===== src/rtl/div_pkg.sv =====
// Shared types and constants for the sequential divider.
package div_pkg;

    localparam int DIV_WIDTH = 16;
    localparam int DIV_ITERS = DIV_WIDTH;

    typedef enum logic [1:0] {
        IDLE,
        RUN,
        FIX,
        DONE
    } div_state_t;

endpackage


===== src/rtl/div_sub17.sv =====
// Combinational subtractor: diff = a - b, borrow set when b > a.
module div_sub17 #(
    parameter int W = 17
) (
    input  logic [W-1:0] a,
    input  logic [W-1:0] b,
    output logic [W-1:0] diff,
    output logic         borrow
);

    always_comb begin
        {borrow, diff} = {1'b0, a} - {1'b0, b};
    end

endmodule


===== src/rtl/seq_divider.sv =====
// Restoring shift-subtract divider, one quotient bit per cycle,
// signed (truncating) or unsigned operands.
module seq_divider
    import div_pkg::*;
#(
    parameter int WIDTH = DIV_WIDTH
) (
    input  logic             clk,
    input  logic             rst,
    input  logic             start,
    input  logic             sgn,
    input  logic [WIDTH-1:0] dividend,
    input  logic [WIDTH-1:0] divisor,
    output logic             busy,
    output logic             done,
    output logic [WIDTH-1:0] quotient,
    output logic [WIDTH-1:0] remainder,
    output logic             dbz,
    output logic             ovf
);

    localparam int ITERS = (WIDTH == DIV_WIDTH) ? DIV_ITERS : WIDTH;
    localparam int CW    = $clog2(ITERS + 1);

    div_state_t state, state_nx;

    logic [CW-1:0]    cnt;
    logic [WIDTH-1:0] acc;
    logic [WIDTH-1:0] dsr;
    logic [WIDTH-1:0] dvd;
    logic [WIDTH-1:0] rem;
    logic             negq, negr, ovf_c, dbz_c;
    logic [WIDTH:0]   shifted, diff;
    logic             borrow;
    logic             diff_msb_unused;

    function automatic logic [WIDTH-1:0] mag(input logic s,
                                             input logic [WIDTH-1:0] x);
        return (s && x[WIDTH-1]) ? -x : x;
    endfunction

    assign shifted         = {rem, acc[WIDTH-1]};
    assign diff_msb_unused = diff[WIDTH];

    div_sub17 #(.W(WIDTH + 1)) u_sub (
        .a      (shifted),
        .b      ({1'b0, dsr}),
        .diff   (diff),
        .borrow (borrow)
    );

    always_ff @(posedge clk) begin
        if (rst) state <= IDLE;
        else     state <= state_nx;
    end

    // Divide-by-zero skips RUN but still passes through FIX to load results.
    always_comb begin
        state_nx = state;
        unique case (state)
            IDLE: if (start) state_nx = (divisor == '0) ? FIX : RUN;
            RUN:  if (cnt == CW'(1)) state_nx = FIX;
            FIX:  state_nx = DONE;
            DONE: state_nx = IDLE;
            default: state_nx = IDLE;
        endcase
    end

    assign busy = (state == RUN) || (state == FIX);
    assign done = (state == DONE);

    always_ff @(posedge clk) begin
        if (rst) begin
            cnt       <= '0;
            acc       <= '0;
            dsr       <= '0;
            dvd       <= '0;
            rem       <= '0;
            negq      <= 1'b0;
            negr      <= 1'b0;
            ovf_c     <= 1'b0;
            dbz_c     <= 1'b0;
            quotient  <= '0;
            remainder <= '0;
            dbz       <= 1'b0;
            ovf       <= 1'b0;
        end else begin
            case (state)
                IDLE: if (start) begin
                    dvd   <= dividend;
                    acc   <= mag(sgn, dividend);
                    dsr   <= mag(sgn, divisor);
                    rem   <= '0;
                    negq  <= sgn & (dividend[WIDTH-1] ^ divisor[WIDTH-1]);
                    negr  <= sgn & dividend[WIDTH-1];
                    ovf_c <= sgn && (dividend == {1'b1, {(WIDTH-1){1'b0}}})
                                 && (divisor == '1);
                    dbz_c <= (divisor == '0);
                    cnt   <= (divisor == '0) ? '0 : CW'(ITERS);
                    dbz   <= 1'b0;
                    ovf   <= 1'b0;
                end
                RUN: begin
                    rem <= borrow ? shifted[WIDTH-1:0] : diff[WIDTH-1:0];
                    acc <= {acc[WIDTH-2:0], ~borrow};
                    cnt <= cnt - 1'b1;
                end
                FIX: begin
                    if (dbz_c) begin
                        quotient  <= '1;
                        remainder <= dvd;
                        dbz       <= 1'b1;
                    end else begin
                        quotient  <= negq ? -acc : acc;
                        remainder <= negr ? -rem : rem;
                        ovf       <= ovf_c;
                    end
                end
                default: ;
            endcase
        end
    end

endmodule

===== config.mk =====
export PLATFORM = sky130hd
export DESIGN_NAME = seq_divider
export DESIGN_NICKNAME = d
export VERILOG_FILES = /design/src/rtl/div_pkg.sv /design/src/rtl/div_sub17.sv /design/src/rtl/seq_divider.sv
export SDC_FILE = /design/constraint.sdc
export NUM_CORES = 1
export LEC_CHECK = 0
export CORE_ASPECT_RATIO = 1.25
export CORE_MARGIN = 4
export CORE_UTILIZATION = 45
export DETAILED_ROUTE_END_ITERATION = 8
export PLACE_DENSITY = 0.66
export SYNTH_ARGS = -nofsm -noshare
export SYNTH_HDL_FRONTEND = slang
export SYNTH_SLANG_ARGS = --single-unit

===== constraint.sdc =====
create_clock -name clk -period 6.7 [get_ports clk]
set_clock_uncertainty 0.15 [all_clocks]
set_input_delay 1.675 -clock clk [delete_from_list [all_inputs] [get_ports clk]]
set_output_delay 1.675 -clock clk [all_outputs]
set_load 0.03 [all_outputs]

==> summary.txt, run 1 <==
Timing
  – Worst-Margin Slew: 1.17 ns
  – Fmax: 262 MHz
  – Max Slew Vio Count: 0
  – Final Hold Violating Endpoints: 0
  – Final worst path period need: 3.82 ns
  – Worst rel slew slack: 22.0%
  – RSZ-0062 raised after global routing: no
  – Final period util: a little under three fifths
  – # setup viols final: 0
  – Post-route setup TNS: 0 ns

Cells and area
  – Antenna diode count: 0
  – Non-Filler Instances: 1102
  – Multi-input logic area: 4170 um2
  – Area occupied by registers: 2180 um2
  – Layout cells sized above 1: 4.33%
  – Area delta synth->final: 15.9%
  – # fillers: ~1400
  – Cell area after layout: around 7800 um2
  – Layout Nets: 984

Worst setup path
  – Critical R2R Capture: rem[15]$_SDFFE_PP0P_
  – Reg2reg path depth: 8
  – Reg-to-reg startpoint: state[1]$_SDFFE_PP0P_
  – Flop-to-flop setup slack: 3.65 ns
  – Crit path capture: cnt[4]$_SDFFE_PP0P_
  – WS Path Type: in2reg
  – Req. time, crit path: between 6 and 7 ns
  – Arrival time of the worst setup path: between 3 and 4 ns
  – Setup crit start kind: input pin
  – Crit. End Element: register
  – Worst Setup SP: divisor[2]
  – Crit-path max FO: 7

GRT
  – Gr usage total: 21.1%
  – Largest net degree at the start of global routing: a little over 50
  – Initial antenna violation count: 0
  – Number of global-route vias before repair: 5737
  – Total gr overflow: 0
  – First-pass GRT wire length: 28800 um

Run status
  – Status: completed

Clock network
  – CTS sink cnt: 109
  – Post_cts resized: 0
  – Register clock-pin slew on the reported worst setup and hold paths: 0.08 ns
  – Total setup buffers inserted after CTS: 0
  – Clock root cell: clkbuf_16
  – Clock buffer depth: 2
  – Clock Latency Late Sink: 0.34 ns
  – CTS tree: yes
  – Cts hold-fix bufs: 0
  – Num CTS Buffers: 9
  – H-Tree Depth: 3

Synth
  – Cell type with the largest total area after synthesis: dfxtp_1
  – Post-synth top flop: dfxtp_1
  – Synthesized instance count: around 890
  – Synth warnings: 0
  – Post-synth net total: 950
  – Post-synth ARST share: 0%
  – Top cell type's share of synthesized area: 32.5%
  – Ranking of synthesized cells by area: dfxtp_1 (32%), nand2_1 (7.7%), xnor2_1 (6.5%), a21oi_1 (5.6%), ha_1 (5.2%)
  – Synth Cell Area: 6720 um2
  – Synth Area per Inst: 7.59 um2
  – Synth Register Bits: 109
  – Synth cell types: 58
  – Post-synth EDFFs: 0
  – Seq/Total Area, Yosys: 32.5%

Min path
  – Min-Delay Path Class: reg2reg

Placement
  – I/O Buffers: just over 70
  – DP Cell Count: 1086
  – DP Area: 7500 um2
  – Dpl hpwl: 13200 um
  – RePlAce Congestion: 0.939

Route
  – Antenna Violating Nets Remaining: 0
  – Drt first pass iters: 7
  – Remaining DRCs: 0
  – Initial drt markers: about 320
  – Routed WL: 17500 um
  – Vias per inst: ~5.6
  – Via Count: 6201
  – Routed len/inst: 15.9 um

Power
  – Lkg Pwr: 0.00284 uW
  – Cell Pwr Density: 377 nW/um2
  – Maximum vdd ir drop: 0.172 mV

Job
  – Max capacitance violation total: 0

Die
  – Die Y: 145 um
  – Die area: between 15000 and 20000 um2
  – Die width: 117 um
  – Core footprint: 14500 um2
  – Initial Utilization: 46.2%
  – Top-Level Pins: 72
  – # rows: 49
where the power goes:
group          switching, uW  total (uW)  internal, uW
registers                129         916           788
clock network            261         523           263
logic                    910        1500           589
area by class of cell:
class,count,share of cell area [%]
inverter,40,1.93
multi-input combinational,679,53.5
tap,178,2.86
clock buffer,9,2.89
clock inverter,7,0.835
timing repair buffer,80,9.93
sequential,109,28.0
cell families (layout without fill, tap and decap cells):
family                   Yosys count  count (layout)  share of synthesized area (%)
AND/OR/NAND/NOR                  319             319                           21.8
XOR/XNOR                          62              62                           8.08
buffers and inverters             97             136                           5.48
AO/OA/AOI/OAI                    252             252                           24.1
flip-flops                       109             109                           32.5
multiplexers                      17              17                           2.53
adder cells (fa/ha/maj)           29              29                           5.51
per-stage QoR:
stage                     total power [uW]  worst slack (ns)  utilization [%]  hold slack [ns]
after floorplan                       2040              3.29                -            0.281
after global placement                2420              2.56             51.6            0.290
after detailed placement              2430              2.53             51.6            0.293
after CTS                             2960              2.91             53.6            0.304
after global routing                  3190              2.54             53.6            0.318
final                                 2940              2.88             53.6            0.303
Yosys cell counts (6+ instances only):
master	count
nand2b_1	19
inv_1	40
xnor2_1	50
nand2_1	138
a21oi_1	75
clkbuf_1	45
and2_1	6
nand4_1	16
dfxtp_1	109
o22ai_1	14
nor3_1	16
a21o_1	10
or3_1	7
ha_1	28
a211oi_1	25
mux2i_1	17
nand3_1	18
or4_1	6
o21ai_0	49
o31ai_1	19
xor2_1	12
buf_1	9
nor2_1	70
o211ai_1	17
registers in the layout (all words and copies together), names as in the netlist:
signal / flops
remainder: 16
dsr: 16
cnt: 5
negq: 1
acc: 16
dbz_c: 1
ovf: 1
rem: 16
state: 2
dbz: 1
quotient: 16
ovf_c: 1
negr: 1
dvd: 16
layout by cell type (no fill, tap or decap), types with 6 or more instances in the layout:
cell type | Yosys | routed
a211oi_1 | 25 | 25
a21o_1 | 10 | 10
a21oi_1 | 75 | 75
and2_1 | 6 | 6
buf_4 | 0 | 9
clkbuf_16 | 0 | 9
clkdlybuf4s50_1 | 0 | 70
dfxtp_1 | 109 | 109
ha_1 | 28 | 27
inv_1 | 40 | 40
mux2i_1 | 17 | 17
nand2_1 | 138 | 138
nand2b_1 | 19 | 19
nand3_1 | 18 | 18
nand4_1 | 16 | 16
nor2_1 | 70 | 70
nor3_1 | 16 | 16
o211ai_1 | 17 | 17
o21ai_0 | 49 | 48
o22ai_1 | 14 | 14
o31ai_1 | 19 | 19
or3_1 | 7 | 7
or4_1 | 6 | 6
xnor2_1 | 50 | 50
xor2_1 | 12 | 12
layer usage:
metal / part of all wire [%] / routed length [um] / vias up / global-route usage [%]
met2: 46 / 8080 / 117 / 35.0
met1: 48 / 8490 / 2868 / 28.2
li1: - / - / 3197 / -
met5: 0 / 0 / - / 0
met3: 3.1 / 537 / 19 / 2.80
met4: 2.3 / 411 / 0 / 6.70
how the worst min path moves through the flow:
stage                   startpoint                  end  slack, ns  depth (start not counted)
2_1_floorplan  dvd[4]$_SDFFE_PP0P_  dvd[4]$_SDFFE_PP0P_       0.28                          2
3_3_place_gp   dvd[4]$_SDFFE_PP0P_  dvd[4]$_SDFFE_PP0P_       0.29                          2
3_5_place_dp   dvd[4]$_SDFFE_PP0P_  dvd[4]$_SDFFE_PP0P_       0.29                          2
4_1_cts        dvd[4]$_SDFFE_PP0P_  dvd[4]$_SDFFE_PP0P_       0.30                          2
5_1_grt        dvd[4]$_SDFFE_PP0P_  dvd[4]$_SDFFE_PP0P_       0.32                          2
6_report       dvd[4]$_SDFFE_PP0P_  dvd[4]$_SDFFE_PP0P_       0.30                          2
critical path: stages:
cell and delay [ns]:
clkdlybuf4s50_1 0.51, nor4_1 0.67, nand4_1 0.25, nor3_1 0.43
o21ai_0 0.14, nand2_1 0.12, a21oi_1 0.07
Note: power is estimated with default switching activity, not from simulation.
==> run 2: changes to the inputs <==
Settings changed: PLACE_DENSITY 0.66 to 0.68.
Clock period 6.7 ns to 3.1 ns, I/O delays scaled along.
==> summary.txt, run 2 (same netlist as run 1, synthesis figures left out) <==
Run status
  – Status: completed

Clock network
  – H-Tree Depth: 3
  – Num CTS Buffers: 9
  – Clock buffer depth: 2
  – CTS sink cnt: roughly 110
  – Total setup buffers inserted after CTS: 0
  – Post_cts resized: 0
  – Clock root cell: clkbuf_16
  – CTS tree: yes
  – Clock Latency Late Sink: 0.35 ns
  – Register clock-pin slew on the reported worst setup and hold paths: roughly 0.070 ns
  – Cts hold-fix bufs: 0

Route
  – Routed WL: 17900 um
  – Initial drt markers: 363
  – Drt first pass iters: 5
  – Vias per inst: 5.62
  – Antenna Violating Nets Remaining: 0
  – Remaining DRCs: 0
  – Routed len/inst: 15.8 um
  – Via Count: 6355

Worst setup path
  – Reg-to-reg startpoint: dsr[12]$_SDFFE_PP0P_
  – Crit-path max cell delay: 0.67 ns
  – Arrival time of the worst setup path: 1.82 ns
  – Worst Setup SP: state[0]$_SDFFE_PP0P_
  – Crit path cell chain: inv_1, ha_1, clkdlybuf4s50_1
  – Crit-path max FO: 4
  – WS Path Type: reg2out
  – Slowest cell on crit path: clkdlybuf4s50_1
  – Crit. End Element: output pin
  – Family with the most delay on the worst path: buffers and inverters
  – Setup crit start kind: register
  – Req. time, crit path: around 2.2 ns
  – Worst Path Buf+Inv: 2

Power
  – Cell Pwr Density: 811 nW/um2
  – Maximum vdd ir drop: 0.276 mV
  – Lkg Pwr: ~0.0030 uW

Job
  – Max capacitance violation total: 0

Timing
  – Final Hold Violating Endpoints: 0
  – Final period util: between 80 and 90%
  – RSZ-0062 raised after global routing: no
  – Fmax: 364 MHz
  – Final worst path period need: ~2.7 ns
  – Post-route setup TNS: 0 ns
  – Max Slew Vio Count: 0
  – Worst-Margin Slew: 0.888 ns
  – Worst rel slew slack: 40.7%
  – # setup viols final: 0

Die
  – Core footprint: 14500 um2
  – # rows: 49
  – Die area: 17000 um2
  – Initial Utilization: 46.2%
  – Die Y: 145 um
  – Top-Level Pins: 72
  – Die width: between 100 and 150 um

Cells and area
  – # fillers: about 1400
  – Area delta synth->final: 19.3%
  – Non-Filler Instances: 1130
  – Layout Nets: just over 1000
  – Most frequent cells in the layout: nand2_1 (138), dfxtp_1 (109), a21oi_1 (75)
  – Commonest non-fill, non-tap cell in the layout: nand2_1
  – Antenna diode count: 0
  – Layout cells sized above 1: 7.14%

Placement
  – Dpl hpwl: 13700 um
  – RePlAce Congestion: 0.869
  – I/O Buffers: 71
  – DP Cell Count: 1114

GRT
  – Initial antenna violation count: 0
  – Gr usage total: between 20% and 30%
  – Number of global-route vias before repair: about 6000
  – Total gr overflow: 0
  – First-pass GRT wire length: 29200 um
  – Largest net degree at the start of global routing: 47

Min path
  – Hold path start: dsr[15]$_SDFFE_PP0P_
  – Min-Delay Path Class: reg2reg
run 2: cell count changes in the layout (fill, tap and decap cells not counted):
cell and delta:
buf_12 +1, buf_4 +27, clkbuf_8 +1, clkinv_2 -1, clkinvlp_4 +2, inv_6 -1
inv_8 -1
run 2: worst paths after layout:
check | to | slack [ns] | depth (start not counted)
worst max register to register | rem[14]$_SDFFE_PP0P_ | 0.40 | 8
worst min register to register | dsr[15]$_SDFFE_PP0P_ | 0.30 | 2
worst max-delay path | busy | 0.35 | 3
worst min-delay path | dsr[15]$_SDFFE_PP0P_ | 0.30 | 2
run 2: layout make-up:
| type | count | area, um2 | area share, % |
|---|---|---|---|
| Clock buffer | 10 | 239 | 2.98 |
| Clock inverter | 6 | 55.1 | 0.687 |
| Inverter | 40 | 150 | 1.87 |
| Multi-Input combinational cell | 679 | 4170 | 52.0 |
| Sequential cell | 109 | 2180 | 27.2 |
| Tap cell | 178 | 223 | 2.78 |
| Timing Repair Buffer | 108 | 996 | 12.4 |
run 2: layer usage:
layer	vias up	GRT usage, %	wire length [um]
li1	3256	-	-
met1	2932	27.4	8240
met2	142	35.6	8300
met3	25	3.73	738
met4	0	8.33	632
met5	-	0	0
run 2: power by group:
part           leakage (uW)  total (uW)  internal [uW]  switching (uW)
sequential         0.000890        1970           1700             269
clock              0.000139        1140            582             561
combinational       0.00195        3390           1370            2020
run 2: metrics by stage:
stage / hold slack [ns] / cell area, um2 / power (uW) / setup WS, ns / utilization [%]
floorplan: 0.281 / 6720 / 4420 / 0.591 / -
global placement: 0.290 / 7720 / 5350 / 0.245 / 53.1
detailed placement: 0.293 / 7720 / 5380 / 0.253 / 53.1
CTS: 0.305 / 8020 / 6510 / 0.331 / 55.2
global route: 0.328 / 8020 / 6990 / 0.230 / 55.2
finish: 0.304 / 8020 / 6500 / 0.353 / 55.2
run 2: worst register-to-register path: cells and delay by family, from the launching register on:
kind,cells,cell delay (ns)
AO/OA/AOI/OAI,3,0.63
adder cells (fa/ha/maj),1,0.48
buffers and inverters,2,0.28
flip-flops,1,0.33
AND/OR/NAND/NOR,2,0.74
